<file path="src/rtl/spi_slave_gen.sv">
// SPI slave with 2-FF pin synchronisers, configurable mode, width and bit order.
// Define SPI_SLAVE_GEN_TX_EN to build the MISO transmit path; otherwise RX only.
module spi_slave_gen #(
  parameter int DATA_WIDTH = 8,
  parameter int SPI_MODE   = 0,
  parameter int MSB_FIRST  = 1
) (
  input  logic                  clk_in,
  input  logic                  reset_in,
  input  logic                  spi_sclk_in,
  input  logic                  spi_cs_in,
  input  logic                  spi_mosi_in,
  output logic                  spi_miso_out,
  output logic                  spi_miso_oe_out,
  output logic [DATA_WIDTH-1:0] data_out,
  output logic                  data_valid_out,
  output logic                  transaction_valid_out,
  input  logic [DATA_WIDTH-1:0] tx_data_in,
  input  logic                  tx_load_in,
  output logic                  tx_ready_out
);

  localparam bit CPOL     = ((SPI_MODE >> 1) & 1) != 0;
  localparam bit CPHA     = (SPI_MODE & 1) != 0;
  localparam bit SMP_RISE = (CPOL == CPHA);
  localparam bit MSBF     = (MSB_FIRST != 0);
  localparam int CW       = $clog2(DATA_WIDTH);
  localparam logic [CW-1:0] LAST = CW'(DATA_WIDTH - 1);

  logic r_cs_s1, r_cs_s2, r_cs_d;
  logic r_sclk_s1, r_sclk_s2, r_sclk_d;
  logic r_mosi_s1, r_mosi_s2;

  always_ff @(posedge clk_in) begin
    if (reset_in) begin
      r_cs_s1   <= 1'b1;
      r_cs_s2   <= 1'b1;
      r_cs_d    <= 1'b1;
      r_sclk_s1 <= 1'b0;
      r_sclk_s2 <= 1'b0;
      r_sclk_d  <= 1'b0;
      r_mosi_s1 <= 1'b0;
      r_mosi_s2 <= 1'b0;
    end else begin
      r_cs_s1   <= spi_cs_in;
      r_cs_s2   <= r_cs_s1;
      r_cs_d    <= r_cs_s2;
      r_sclk_s1 <= spi_sclk_in;
      r_sclk_s2 <= r_sclk_s1;
      r_sclk_d  <= r_sclk_s2;
      r_mosi_s1 <= spi_mosi_in;
      r_mosi_s2 <= r_mosi_s1;
    end
  end

  // Arm only once CS is seen high through a flushed synchroniser,
  // so a reset released mid-frame cannot start on a misaligned bit.
  logic [1:0] r_flush;
  logic       r_armed;

  always_ff @(posedge clk_in) begin
    if (reset_in) begin
      r_flush <= 2'd0;
      r_armed <= 1'b0;
    end else begin
      if (r_flush != 2'd3)
        r_flush <= r_flush + 2'd1;
      if (r_flush == 2'd3 && r_cs_s2)
        r_armed <= 1'b1;
    end
  end

  logic w_rise, w_fall, w_active, w_cs_fall;
  logic w_sample, w_shift, w_last;

  assign w_rise    = r_sclk_s2 & ~r_sclk_d;
  assign w_fall    = ~r_sclk_s2 & r_sclk_d;
  assign w_active  = r_armed & ~r_cs_s2;
  assign w_cs_fall = w_active & r_cs_d;
  assign w_sample  = w_active & (SMP_RISE ? w_rise : w_fall);
  assign w_shift   = w_active & (SMP_RISE ? w_fall : w_rise);

  assign transaction_valid_out = ~r_cs_s2;

  logic [CW-1:0]         r_cnt;
  logic [DATA_WIDTH-1:0] r_rx;
  logic [DATA_WIDTH-1:0] r_data;
  logic                  r_dv;
  logic [DATA_WIDTH-1:0] w_rx_next;

  assign w_last    = w_sample & (r_cnt == LAST);
  assign w_rx_next = MSBF ? {r_rx[DATA_WIDTH-2:0], r_mosi_s2}
                          : {r_mosi_s2, r_rx[DATA_WIDTH-1:1]};

  always_ff @(posedge clk_in) begin
    if (reset_in) begin
      r_cnt  <= '0;
      r_rx   <= '0;
      r_data <= '0;
      r_dv   <= 1'b0;
    end else begin
      r_dv <= 1'b0;
      if (!w_active) begin
        r_cnt <= '0;
        r_rx  <= '0;
      end else if (w_sample) begin
        r_rx <= w_rx_next;
        if (w_last) begin
          r_cnt  <= '0;
          r_data <= w_rx_next;
          r_dv   <= 1'b1;
        end else begin
          r_cnt <= r_cnt + 1'b1;
        end
      end
    end
  end

  assign data_out       = r_data;
  assign data_valid_out = r_dv;

`ifdef SPI_SLAVE_GEN_TX_EN
  logic [DATA_WIDTH-1:0] r_hold;
  logic [DATA_WIDTH-1:0] r_tx_sh;
  logic [DATA_WIDTH-1:0] w_next_word;
  logic                  r_hold_full;
  logic                  r_miso;
  logic                  w_bound;

  function automatic logic f_head(input logic [DATA_WIDTH-1:0] x);
    return MSBF ? x[DATA_WIDTH-1] : x[0];
  endfunction

  function automatic logic [DATA_WIDTH-1:0] f_adv(
    input logic [DATA_WIDTH-1:0] x
  );
    return MSBF ? (x << 1) : (x >> 1);
  endfunction

  assign w_next_word = r_hold_full ? r_hold : '0;
  assign w_bound = CPHA ? (w_shift && (r_cnt == '0))
                        : (w_cs_fall || w_last);

  // r_tx_sh keeps the not-yet-driven bits front-aligned for the next shift.
  always_ff @(posedge clk_in) begin
    if (reset_in) begin
      r_hold      <= '0;
      r_hold_full <= 1'b0;
      r_tx_sh     <= '0;
      r_miso      <= 1'b0;
    end else begin
      if (w_bound)
        r_hold_full <= 1'b0;
      if (tx_load_in && (!r_hold_full || w_bound)) begin
        r_hold      <= tx_data_in;
        r_hold_full <= 1'b1;
      end
      if (!w_active) begin
        r_tx_sh <= '0;
        r_miso  <= 1'b0;
      end else if (w_bound) begin
        if (CPHA || w_cs_fall) begin
          r_miso  <= f_head(w_next_word);
          r_tx_sh <= f_adv(w_next_word);
        end else begin
          r_tx_sh <= w_next_word;
        end
      end else if (w_shift) begin
        r_miso  <= f_head(r_tx_sh);
        r_tx_sh <= f_adv(r_tx_sh);
      end
    end
  end

  assign spi_miso_out    = r_miso;
  assign spi_miso_oe_out = transaction_valid_out;
  assign tx_ready_out    = ~r_hold_full;
`else
  logic w_unused_tx;
  assign w_unused_tx     = ^{tx_data_in, tx_load_in};
  assign spi_miso_out    = 1'b0;
  assign spi_miso_oe_out = 1'b0;
  assign tx_ready_out    = 1'b0;
`endif

endmodule

</file>
<file path="config.mk">
export PLATFORM = sky130hd
export DESIGN_NAME = spi_slave_gen
export DESIGN_NICKNAME = d
export VERILOG_FILES = /design/src/rtl/spi_slave_gen.sv
export SDC_FILE = /design/constraint.sdc
export NUM_CORES = 1
export LEC_CHECK = 0
export BUFFER_PORTS_ARGS = -buffer_cell sky130_fd_sc_hd__buf_2
export CAP_MARGIN = 20
export CORE_MARGIN = 2
export CORE_UTILIZATION = 54
export CTS_BUF_LIST = sky130_fd_sc_hd__clkbuf_4 sky130_fd_sc_hd__clkbuf_8
export CTS_CLUSTER_DIAMETER = 40
export DETAILED_ROUTE_END_ITERATION = 10
export HOLD_SLACK_MARGIN = 0.06
export MAX_ROUTING_LAYER = met4
export PLACE_DENSITY = 0.92
export SLEW_MARGIN = 20
export SYNTH_ARGS = -nofsm -noshare
export SYNTH_HDL_FRONTEND = slang
export SYNTH_SLANG_ARGS = --single-unit
export TNS_END_PERCENT = 1
</file>
<file path="constraint.sdc">
create_clock -name clk_in -period 1.7 [get_ports clk_in]
set_clock_uncertainty 0.05 [all_clocks]
set_input_delay 0.34 -clock clk_in [delete_from_list [all_inputs] [get_ports clk_in]]
set_output_delay 0.34 -clock clk_in [all_outputs]
set_load 0.01 [all_outputs]
</file>
== Word level (Yosys, flattened, before mapping) ==
Cells that the tools add are included.

* Output and inout port bits: 13
* Bits in writable memories: 0
* Logic and storage cells: 32
* Input port bits: 14
* Memories: 0
* Bits in latches: 0
* Bits in registers: 29
* ROM bits: 0

* Bitwise logic cells: 8
* Mux-type cells: 2
* $lt $le $gt $ge: 0
* Eq/ne operators: 3
* $mul: 0
* Divide/modulo/power cells: 0
* Add/sub/neg operators: 2
* Shift operators: 0
* Reductions and logical operators: 4

{| class="wikitable"
|+ Operators with widths
! kind !! count
|-
| $and 1x1->1 || 4
|-
| $not 1->1 || 4
|-
| $add 3x1->3 const B || 1
|-
| $eq 3x3->1 const B || 1
|-
| $mux 3 || 1
|-
| $reduce_and 3->1 || 1
|-
| $reduce_or 3->1 || 1
|-
| $add 2x1->2 const B || 1
|-
| $eq 2x2->1 const B || 1
|-
| $ne 2x2->1 const B || 1
|-
| $reduce_or 2->1 || 1
|-
| $logic_and 1x1->1 || 1
|-
| $mux 1 || 1
|}

== Logic depth before layout (Yosys ltp) ==
* Depth after elaboration: 5
* Mapped depth: 5
* Gate-level depth less buffers: 5

== Worst setup path after synthesis ==
Ideal clock, no wire load.

* Path type: reg-to-reg
* Start: register r_cnt[0]
* End: register r_dv (netlist: data_valid_out)
* Arrival time: 1.103 ns
* Clock period less this slack: 1.267 ns
* Stages on the path, launching flop included: 6
* Required time: 1.536 ns
* Setup slack: 0.433 ns
* Setup time: 0.114 ns
* Path buffers: 1
* Cells stage by stage: dfxtp_1 -> ha_1 -> ha_1 -> and3_4 -> buf_12 -> and2b_1

* Word-level cells in the longest chain between the ends: 3

{| class="wikitable"
|+ Ends and longest elaborated chain
! what !! line !! source
|-
| start, declared || 85 || <nowiki>logic [CW-1:0] r_cnt;</nowiki>
|-
| start signal, assigned || 113 || <nowiki>r_cnt <= r_cnt + 1'b1;</nowiki>
|-
| $eq 3x3->1 || 91 || <nowiki>assign w_last = w_sample & (r_cnt == LAST);</nowiki>
|-
| $and 1x1->1 || 91 ||
|-
| $mux 1 || 108 || <nowiki>if (w_last) begin</nowiki>
|-
| end signal, assigned || 100 || <nowiki>r_dv <= 1'b0;</nowiki>
|-
| end signal, assigned || 102 || <nowiki>r_dv <= 1'b0;</nowiki>
|-
| end signal, assigned || 111 || <nowiki>r_dv <= 1'b1;</nowiki>
|-
| end, declared || 88 || <nowiki>logic r_dv;</nowiki>
|}

Every way passes these cells.
A chain may end at the register's enable or synchronous reset.

== Worst setup path in the final report ==
* Start: register r_cnt[0]
* End: register r_data[3] (netlist: data_out[3])

* Word-level cells in the longest chain between the ends: 3

{| class="wikitable"
|+ Ends and longest elaborated chain
! what !! line !! source
|-
| $eq 3x3->1 || 91 ||
|-
| $and 1x1->1 || 91 ||
|-
| $reduce_and 3->1 (no line) || n/a ||
|-
| end signal, assigned || 110 || <nowiki>r_data <= w_rx_next;</nowiki>
|-
| end, declared || 87 || <nowiki>logic [DATA_WIDTH-1:0] r_data;</nowiki>
|}

Every way passes these cells.

==> impl_results.md <==
* Drt pass-1 iters at 4
* CTS sink count at 29
* Initial Util at 57.77%
* Pwr Total at 1.198 mW
* Hold Crit Depth at 2
* Fmax at 744.9 MHz
* Post-synth ARST share at 0%
* Via count of the first global-routing pass at 706
* Hold Fails Final Rpt at 0
* H-tree levels at 2
* Period utilization at 78.96%
* Syn avg cell area at 9.785 sq um
* Root buffer cell: clkbuf_4
* Post-synth top area share at 50.71%
* Boundary Pins at 27
* R2R setup slack at 360 ps
* Hold buffers post-CTS at 0
* Worst setup EP type: flip-flop
* WS Path Type: reg2reg
* Pin count of the biggest net entering global routing at 29
* DRC viols at 0
* CTS Buffer Depth at 2
* First-pass GRT wire length at 2884 microns
* Status: completed
* Setup violators final at 0
* Routed wire per std cell at 10.99 microns
* Routability Congestion at 0.7340
* CTS tree: yes
* Clock-pin slew on the worst setup and hold paths at 80 ps
* CTS buffer count at 5
* IO buf count at 14
* DP HPWL at 1206 microns
* Setup TNS after final layout at 0 ps
* Min Tclk post-route at 1342 ps
* Synth top area cells: dfxtp_1 51%, nand2b_1 9.3%, mux2i_1 8.7%
* Synth cell types at 22
* Via-to-Cell Ratio at 4.728
* FP Rows at 16
* Slew Viols, Final at 0
* Hold Path Sink: r_cs_s1$_SDFF_PP1_
* Initial antenna violation count at 0
* Total wire length at 1736 microns
* Core area at 0.001982 sq mm
* Startpoint types: flip-flop
* RSZ-0062 raised after global routing: no
* Post-CTS repair timing setup buffer count at 0
* Max-Cap Viols at 0
* Synth-to-layout area growth at 8.524%
* Cell with the most instances after synthesis: dfxtp_1
* YS warnings at 0
* Maximum VDD drop at 0.6442 mV
* Antenna-violating nets left at 0
* Crit Path Max Fanout at 9
* HP Class: in2reg
* WP data arrival at 1530 ps
* Post-synth EDFFs at 0
* Critical R2R Capture: data_out[3]$_SDFFE_PP0P_
* Commonest cells post-synth: 29 x dfxtp_1, 17 x nand2_1, 17 x nand2b_1, 10 x a21oi_1, 10 x mux2i_1
* Worst-skew pair later-pin latency at 310 ps
* Reg2reg path depth at 4
* Die area at 0.002505 sq mm
* Grt total ovfl at 0
* Vias at 747
* Nets at 147
* Sequential fraction of the synthesis area at 50.71%
* Die H at 50.05 microns
* Pwr Density at 964.3 mW/mm^2
* Synthesized flop and latch total at 29
* GR Util All Layers at 16.57%
* Layout cells sized above 1 at 19.85%
* Worst r2r src: r_cnt[0]$_SDFFE_PP0P_
* Mapped Cells at 117
* Commonest register cell after synthesis: dfxtp_1
* Diode count at 0
* Post_cts resized at 0
* Beginning of the worst hold path: spi_cs_in
* Critical Path RT at 1890 ps
* Cell area after synthesis at 0.001145 sq mm
* Leakage at 0.4868 nW
* Util after Layout at 62.69%
* Area leader, netlist: dfxtp_1
* Die width at 50.05 microns
* Initial drt markers at 5
[layout by cell type (no fill, tap or decap)]
master / netlist / final
or2_2: 2 / 2
nand3b_1: 1 / 1
nor2b_4: 1 / 1
conb_1: 1 / 3
mux2i_1: 10 / 10
inv_1: 1 / 1
dfxtp_1: 29 / 29
and2b_1: 1 / 1
nand2b_1: 17 / 17
clkbuf_4: 0 / 8
or2b_1: 1 / 1
nand2_1: 17 / 17
a21oi_1: 10 / 10
ha_1: 3 / 3
nor2_1: 5 / 5
buf_2: 3 / 14
nor2b_1: 6 / 6
xor2_1: 1 / 1
and3_4: 1 / 1
[cell type report]
cell class	count	area, sq um
fill	175	739.5
clock buffer	8	60.06
inverter	1	3.754
timing repair buffer	14	70.07
multi-input combinational	79	494.2
tap	27	33.78
sequential	29	580.6
[power breakdown]
| part | switching, mW | total, mW | internal (mW) |
|---|---|---|---|
| logic | 0.0334 | 0.0658 | 0.0324 |
| registers | 0.0102 | 0.710 | 0.699 |
| clock network | 0.210 | 0.423 | 0.212 |
| total | 0.254 | 1.20 | 0.944 |
[logic make-up (layout without fill, tap and decap cells)]
family	after synthesis	after routing	share of synthesized area, %
other	1	3	0.3276
XOR/XNOR	1	1	0.7652
flip-flops	29	29	50.71
AND/OR/NAND/NOR	52	52	25.03
AO/OA/AOI/OAI	10	10	4.372
buffers and inverters	11	23	6.775
multiplexers	10	10	8.744
adder cells (fa/ha/maj)	3	3	3.279
[how the worst max path moves through the flow]
| stage | end | from |
|---|---|---|
| finish | data_out[3]$_SDFFE_PP0P_ | r_cnt[0]$_SDFFE_PP0P_ |
| CTS | data_out[5]$_SDFFE_PP0P_ | r_cnt[0]$_SDFFE_PP0P_ |
| global placement | r_cnt[0]$_SDFFE_PP0P_ | reset_in |
| global route | data_out[4]$_SDFFE_PP0P_ | r_sclk_s2$_SDFF_PP0_ |
| floorplan | data_valid_out$_SDFF_PP0_ | r_cnt[0]$_SDFFE_PP0P_ |
| detailed placement | data_out[5]$_SDFFE_PP0P_ | r_cnt[0]$_SDFFE_PP0P_ |
[metal layers]
| layer | global-route usage (%) | wire [microns] |
|---|---|---|
| met1 | 15.43 | 726 |
| met2 | 27.85 | 881 |
| met3 | 9.091 | 95 |
| met4 | 6.944 | 33 |
| met5 | - | 0 |
[state kept, by name (all words and copies together) (netlist names)]
name,count
r_sclk_s2,1
r_flush,2
r_cnt,3
r_sclk_d,1
r_sclk_s1,1
r_mosi_s1,1
r_mosi_s2,1
r_armed,1
data_valid_out,1
r_cs_s2,1
r_rx,7
r_cs_s1,1
data_out,8
[critical path, stage by stage (launching register included)]
cell and delay [ps]:
dfxtp_1 360, ha_1 160, ha_1 180, and3_4 290, mux2i_1 220
[metrics by stage]
stage | area [sq um] | cells | setup WS [ps] | hold slack [ps]
2_1_floorplan | 1152 | 119 | 433.1 | 339.5
3_3_place_gp | 1182 | 150 | 427.7 | 346.9
3_5_place_dp | 1182 | 150 | 361.2 | 357.3
4_1_cts | 1242 | 158 | 343.8 | 148.2
5_1_grt | 1242 | 158 | 281.1 | 135.7
6_report | 1242 | 158 | 357.6 | 159.8
Power figures use the tool's default switching activity.
